**config.mk**
```make
export PLATFORM = sky130hd
export DESIGN_NAME = ps2_char_queue
export DESIGN_NICKNAME = d
export VERILOG_FILES = /design/src/rtl/ps2_kbd_pkg.sv /design/src/rtl/ps2_scancode_to_ascii.sv /design/src/rtl/ps2_char_queue.sv
export SDC_FILE = /design/constraint.sdc
export NUM_CORES = 1
export LEC_CHECK = 0
export ABC_AREA = 1
export ABC_CLOCK_PERIOD_IN_PS = 3070
export CAP_MARGIN = 20
export CORE_MARGIN = 10
export CORE_UTILIZATION = 51
export DETAILED_ROUTE_END_ITERATION = 8
export GPL_ROUTABILITY_DRIVEN = 0
export PLACE_DENSITY_LB_ADDON = 0.08
export SLEW_MARGIN = 20
export SYNTH_ARGS = -nofsm -noshare
export SYNTH_HDL_FRONTEND = slang
export SYNTH_SLANG_ARGS = --single-unit
```
**constraint.sdc**
```tcl
create_clock -name fpga_clock -period 3.07 [get_ports fpga_clock]
set_clock_uncertainty 0.1 [all_clocks]
set_input_delay 0.614 -clock fpga_clock [delete_from_list [all_inputs] [get_ports fpga_clock]]
set_output_delay 0.614 -clock fpga_clock [all_outputs]
set_load 0.005 [all_outputs]
```
**src/rtl/ps2_kbd_pkg.sv**
```systemverilog
// PS/2 keyboard shared constants and types.
// Scan-code set 2 prefixes, key codes and the decoder state enum.
package ps2_kbd_pkg;

  localparam logic [7:0] SC_BREAK  = 8'hF0;
  localparam logic [7:0] SC_EXT    = 8'hE0;
  localparam logic [7:0] SC_LSHIFT = 8'h12;
  localparam logic [7:0] SC_RSHIFT = 8'h59;
  localparam logic [7:0] SC_ENTER  = 8'h5A;
  localparam logic [7:0] ASCII_LF  = 8'h0A;

  typedef enum logic [1:0] {
    IDLE,
    BRK,
    EXT,
    EXT_BRK
  } dec_state_t;

endpackage

```
**src/rtl/ps2_scancode_to_ascii.sv**
```systemverilog
// Set-2 scan code to ASCII lookup, combinational.
// Returns 0 for codes with no printable mapping.
module ps2_scancode_to_ascii
  import ps2_kbd_pkg::*;
(
  input  logic [7:0] scan,
  input  logic       shift,
  output logic [7:0] ascii
);

  logic [7:0] base;

  // Base (lower-case) mapping
  always_comb begin
    base = 8'h00;
    case (scan)
      8'h1C: base = "a";
      8'h32: base = "b";
      8'h21: base = "c";
      8'h23: base = "d";
      8'h24: base = "e";
      8'h2B: base = "f";
      8'h34: base = "g";
      8'h33: base = "h";
      8'h43: base = "i";
      8'h3B: base = "j";
      8'h42: base = "k";
      8'h4B: base = "l";
      8'h3A: base = "m";
      8'h31: base = "n";
      8'h44: base = "o";
      8'h4D: base = "p";
      8'h15: base = "q";
      8'h2D: base = "r";
      8'h1B: base = "s";
      8'h2C: base = "t";
      8'h3C: base = "u";
      8'h2A: base = "v";
      8'h1D: base = "w";
      8'h22: base = "x";
      8'h35: base = "y";
      8'h1A: base = "z";
      8'h45: base = "0";
      8'h16: base = "1";
      8'h1E: base = "2";
      8'h26: base = "3";
      8'h25: base = "4";
      8'h2E: base = "5";
      8'h36: base = "6";
      8'h3D: base = "7";
      8'h3E: base = "8";
      8'h46: base = "9";
      SC_ENTER: base = ASCII_LF;
      8'h66: base = 8'h08;
      8'h29: base = 8'h20;
      default: base = 8'h00;
    endcase
  end

  // Shift folds lower-case letters to upper case only
  always_comb begin
    ascii = base;
    if (shift && base >= "a" && base <= "z")
      ascii = base - 8'h20;
  end

endmodule

```
**src/rtl/ps2_char_queue.sv**
```systemverilog
// PS/2 and emoji button char source feeding a FWFT FIFO.
// Keyboard decoder, emoji release detect, queue and handshake.
module ps2_char_queue
  import ps2_kbd_pkg::*;
#(
  parameter int         DEPTH      = 16,
  parameter int         NUM_EMOJI  = 4,
  parameter logic [7:0] EMOJI_BASE = 8'd128,
  parameter bit         REPEAT_EN  = 1'b0,
  localparam int        ADDR_W     = $clog2(DEPTH)
) (
  input  logic                 fpga_clock,
  input  logic                 reset,
  input  logic [7:0]           scan_code,
  input  logic                 scan_strobe,
  input  logic [NUM_EMOJI-1:0] emoji,
  input  logic                 char_ready,
  output logic                 char_valid,
  output logic [7:0]           char_data,
  output logic                 char_is_enter,
  output logic [ADDR_W:0]      fifo_count,
  output logic                 overflow
);

  dec_state_t state, state_n;
  logic       shift, shift_n;
  logic [7:0] held, held_n;
  logic       kb_push, kb_push_n;
  logic [7:0] kb_data, kb_data_n;
  logic [7:0] ascii;

  logic [NUM_EMOJI-1:0] em_s1, em_s2, em_s3;
  logic [NUM_EMOJI-1:0] em_pend, em_sel;
  logic                 em_hit, em_grant;
  logic [2:0]           em_idx;
  logic [7:0]           em_data;

  logic [7:0]        mem [DEPTH];
  logic [ADDR_W-1:0] wr_ptr, rd_ptr;
  logic              full, pop, wr_en;
  logic [7:0]        push_data;

  ps2_scancode_to_ascii u_lut (
    .scan  (scan_code),
    .shift (shift),
    .ascii (ascii)
  );

  // Decoder state, shift/held tracking and keyboard push stage
  always_ff @(posedge fpga_clock) begin
    if (reset) begin
      state   <= IDLE;
      shift   <= 1'b0;
      held    <= 8'h00;
      kb_push <= 1'b0;
      kb_data <= 8'h00;
    end else begin
      state   <= state_n;
      shift   <= shift_n;
      held    <= held_n;
      kb_push <= kb_push_n;
      kb_data <= kb_data_n;
    end
  end

  // Decoder next state; only a strobe moves it
  always_comb begin
    state_n   = state;
    shift_n   = shift;
    held_n    = held;
    kb_push_n = 1'b0;
    kb_data_n = kb_data;
    if (scan_strobe) begin
      unique case (state)
        IDLE: begin
          if (scan_code == SC_BREAK) begin
            state_n = BRK;
          end else if (scan_code == SC_EXT) begin
            state_n = EXT;
          end else if (scan_code == SC_LSHIFT ||
                       scan_code == SC_RSHIFT) begin
            shift_n = 1'b1;
          end else if (REPEAT_EN || scan_code != held) begin
            held_n = scan_code;
            if (ascii != 8'h00) begin
              kb_push_n = 1'b1;
              kb_data_n = ascii;
            end
          end
        end
        BRK: begin
          if (scan_code == SC_LSHIFT ||
              scan_code == SC_RSHIFT)
            shift_n = 1'b0;
          if (scan_code == held)
            held_n = 8'h00;
          state_n = IDLE;
        end
        EXT: begin
          if (scan_code == SC_BREAK) begin
            state_n = EXT_BRK;
          end else begin
            if (scan_code == SC_ENTER) begin
              kb_push_n = 1'b1;
              kb_data_n = ASCII_LF;
            end
            state_n = IDLE;
          end
        end
        EXT_BRK: state_n = IDLE;
        default: state_n = IDLE;
      endcase
    end
  end

  // Emoji synchroniser, edge history and pending flags
  always_ff @(posedge fpga_clock) begin
    if (reset) begin
      em_s1   <= '0;
      em_s2   <= '0;
      em_s3   <= '0;
      em_pend <= '0;
    end else begin
      em_s1   <= emoji;
      em_s2   <= em_s1;
      em_s3   <= em_s2;
      em_pend <= (em_pend | (em_s3 & ~em_s2)) &
                 ~(em_grant ? em_sel : '0);
    end
  end

  // Lowest pending emoji wins a free FIFO slot
  always_comb begin
    em_hit = 1'b0;
    em_idx = 3'd0;
    em_sel = '0;
    for (int i = NUM_EMOJI - 1; i >= 0; i--) begin
      if (em_pend[i]) begin
        em_hit    = 1'b1;
        em_idx    = 3'(i);
        em_sel    = '0;
        em_sel[i] = 1'b1;
      end
    end
  end

  assign em_grant  = em_hit && !kb_push && !full;
  assign em_data   = EMOJI_BASE + {5'd0, em_idx};
  assign push_data = kb_push ? kb_data : em_data;

  assign full  = (fifo_count == (ADDR_W + 1)'(DEPTH));
  assign pop   = char_valid && char_ready;
  assign wr_en = (kb_push && (!full || pop)) || em_grant;

  assign char_valid    = (fifo_count != '0);
  assign char_data     = mem[rd_ptr];
  assign char_is_enter = char_valid && (char_data == ASCII_LF);

  // FIFO storage write port
  always_ff @(posedge fpga_clock) begin
    if (wr_en)
      mem[wr_ptr] <= push_data;
  end

  // FIFO pointers, occupancy and sticky overflow
  always_ff @(posedge fpga_clock) begin
    if (reset) begin
      wr_ptr     <= '0;
      rd_ptr     <= '0;
      fifo_count <= '0;
      overflow   <= 1'b0;
    end else begin
      if (wr_en)
        wr_ptr <= wr_ptr + 1'b1;
      if (pop)
        rd_ptr <= rd_ptr + 1'b1;
      if (wr_en && !pop)
        fifo_count <= fifo_count + 1'b1;
      else if (pop && !wr_en)
        fifo_count <= fifo_count - 1'b1;
      if (kb_push && full && !pop)
        overflow <= 1'b1;
    end
  end

endmodule
```
==> flow_summary_export.csv, run 1 <==
group,metric,value,unit
critical_path,crit_arrival,2.39,ns
synthesis,synth-edff-count,128,
critical_path,cpMostUsedCell,"buf_4",
route,remaining_drc_errors,0,
cells_and_area,drive_gt1_frac,0.196,
grt,antenna_found_initial,0,
synthesis,synth_area_per_cell,9.79,µm²
grt,grt.total_usage,0.185,
synthesis,netlist_area,8610,µm²
route,wl_per_cell,16.7,µm
timing,setup_viol,2,
status,violations,"setup timing",
timing,period_share,1.01,
critical_path,cp_slowest_cell,"clkdlybuf4s50_1",
clock_network,cts-root-buf,"clkbuf_16",
synthesis,synth-seq-cells,182,
synthesis,synthFlopType,"edfxtp_1",
power_and_ir_drop,intPower,4.92,mW
critical_path,cp-start-kind,"flop",
grt,grt_pass1_wl,32.7,mm
timing,fmax,0.322,GHz
synthesis,synthDistinctLibCells,47,
cells_and_area,area_delta_synth_final,23.3,%
timing,rsz0062_at_grt,"yes",
clock_network,clockBufferDepth,2,
synthesis,yosysTopAreaCellShare,0.446,
critical_path,critPathTopFamily,"buffers and inverters",
synthesis,syn_inst,880,
cells_and_area,final_common_cell,"edfxtp_1",
power_and_ir_drop,max-vdd-ir-drop,433,µV
cells_and_area,layout.nets,1043,
synthesis,synth_nets,914,
clock_network,clkLatencyLatePin,0.43,ns
timing,finalHoldViolCount,0,
placed_design,dpl.hpwl,14.5,mm
timing,fin_ws,-0.0344,ns
power_and_ir_drop,power_frac_seq,0.402,
status,outcome,"finished with violations",
grt,grtUsageMet3,0.0350,
clock_network,path_clk_slew,0.06,ns
timing,max_slew_margin,0.513,
timing,tns,-0.0377,ns
power_and_ir_drop,clkPwrFrac,0.285,
power_and_ir_drop,p_leak,4.36,nW
synthesis,synthTopCellsByArea,"edfxtp_1, dfxtp_1, nand2_1",
die,die_w,150,µm
grt,grtUsageMet2,0.327,
grt,grt_pass1_vias,6547,
power_and_ir_drop,pwr-share-comb,0.313,
hold_path,hold_path.class,"reg2reg",
critical_path,crit_type,"reg2out",
cells_and_area,mostFrequentLayoutCells,"edfxtp_1, nand2_1, buf_4, inv_1, nor2_1",
clock_network,postCtsHoldBufs,0,
timing,slew_viol_final,0,
clock_network,htree_levels,4,
critical_path,path_max_fanout,17,
power_and_ir_drop,sw_frac_of_total,0.303,
grt,busiest_layer,"met2",
die,dieHeight,150,µm
cells_and_area,fin_util,0.640,
critical_path,crit_chain,"buf_4, buf_12, buf_4, mux2i_1, o211ai_1, o211ai_1, nand2_1, buf_4, clkdlybuf4s50_1",
critical_path,crit_path_end_kind,"output port",
timing,hold_ws,0.305,ns
placed_design,numPortBuffers,31,
grt,overflow,0,
route,routed_wl,20.7,mm
flow_run,max-cap-violations,0,
cells_and_area,num_antenna_cells,0,
timing,tightest_slew,0.730,ns
critical_path,cp_num_buf_inv,5,
synthesis,ys_seq_area_frac,0.572,
power_and_ir_drop,power_density,665,nW/µm²
critical_path,cpPeakStageDelay,0.49,ns
route,vias,6721,
synthesis,yosysWarnings,0,
route,vias_per_cell,5.41,
critical_path,required,2.36,ns
die,die_area,22500,µm²
die,ios,32,
clock_network,cts_tree,"done",
grt,grt_max_degree,30,
route,ant_nets,0,
clock_network,numCtsBuffers,17,
clock_network,cts.sinks,182,
synthesis,yosysTopAreaCell,"edfxtp_1",
power_and_ir_drop,p_sw,2.14,mW
route,drt_pass1_iterations,5,
die,core_area,16600,µm²
timing,fin_crit,3.10,ns
synthesis,async_reset_ff_frac,0,
grt,globalRouteMet1Util,0.217,
power_and_ir_drop,finalPower,7.06,mW
route,drt_iter0_markers,548,
die,rows,47,
die,start_util,0.519,
## flip-flops by register name (all words and copies together), names as in the netlist, named ones only
register / count
em_s2: 4
kb_data: 8
em_s3: 4
shift: 1
em_s1: 4
em_pend: 4
wr_ptr: 4
fifo_count: 5
mem: 128
held: 8
overflow: 1
state: 2
kb_push: 1
rd_ptr: 4
## layer usage
layer / wire length [µm] / vias up / share of wire
met2: 10700 / 192 / 0.52
met3: 942 / 42 / 0.045
met5: 0 / - / 0
met1: 8460 / 3211 / 0.41
met4: 609 / 0 / 0.029
li1: - / 3276 / -
## layout make-up
class | instances | area [µm²]
fill | 1345 | 5970
tap | 220 | 275
clock inverter | 13 | 106
inverter | 107 | 407
multi-input combinational | 554 | 3150
sequential | 182 | 4930
clock buffer | 19 | 433
timing repair buffer | 147 | 1310
## power by group through the flow
stage | combinational, mW | sequential [mW] | clock [mW]
2_1_floorplan | 1.09 | 2.86 | 0
3_3_place_gp | 1.93 | 2.87 | 0
3_5_place_dp | 1.99 | 2.88 | 0
4_1_cts | 2.03 | 2.83 | 2.05
5_1_grt | 2.43 | 2.85 | 2.15
6_report | 2.21 | 2.84 | 2.01
## logic make-up after synthesis
kind of cell	synth area share
and+or+nand+nor	0.155
AOI/OAI and AO/OA	0.129
DFF	0.572
buffers and inverters	0.0716
muxes	0.0372
adders and majority gates	0.0270
xor gates and xnor gates	0.00814
## Yosys cell counts (all sizes together) (5+ instances only)
cell	n
a21oi	63
edfxtp	128
dfxtp	54
xnor2	7
mux2i	32
buf	19
o21ai	83
clkbuf	19
nor2	99
inv	107
ha	17
nand3	47
nor3	7
nand4	5
o211ai	34
nand2	137
## through the flow
step                area, µm²  cells  setup slack, ns
finish                  10600   1242          -0.0344
global route            10600   1242           -0.147
CTS                     10400   1226          -0.0904
detailed placement       9820   1191           -0.228
global placement         9820   1191           -0.146
floorplan                8610    880            0.418
## what timing repair did
action / CTS / global route
endpoints found under the setup margin: 8 / 14
resized for setup: 14 / 33
buffers inserted: 3 / 14
gates cloned: 0 / 2
hold endpoints to repair: 0 / 0
pin swaps: 3 / 21
## worst register-to-register path, stage by stage (launching register included)
cell	delay (ns)
dfxtp_1	0.37
nor4_4	0.35
nand2_2	0.16
nand2_1	0.13
inv_1	0.06
nand2_1	0.08
nand2_1	0.11
ha_1	0.24
inv_2	0.10
ha_1	0.28
a21o_1	0.19
a31oi_2	0.17
nor2_1	0.06
nor2_1	0.08
nand2_1	0.07
o21ai_0	0.14
a21oi_1	0.06
## worst paths after layout
kind | from | end | slack, ns | cells after the start
worst max-delay path | flop | char_data[2] | -0.03 | 9
worst min-delay path | em_s1[0] | em_s2[0] | 0.31 | 2
worst max register to register | fifo_count[3] | fifo_count[4] | 0.23 | 16
worst min register to register | em_s1[0] | em_s2[0] | 0.31 | 2
Power figures use the tool's default switching activity.
==> run 2: changes to the inputs <==
- SLEW_MARGIN: 20 -> default
==> results of run 2 <==
No change in the layout: final DEF, timing and power equal those of run 1.
==> run 3: changes to the inputs <==
- CAP_MARGIN: 20 -> default
==> results of run 3 <==
No change in the layout: final DEF, timing and power equal those of run 1.
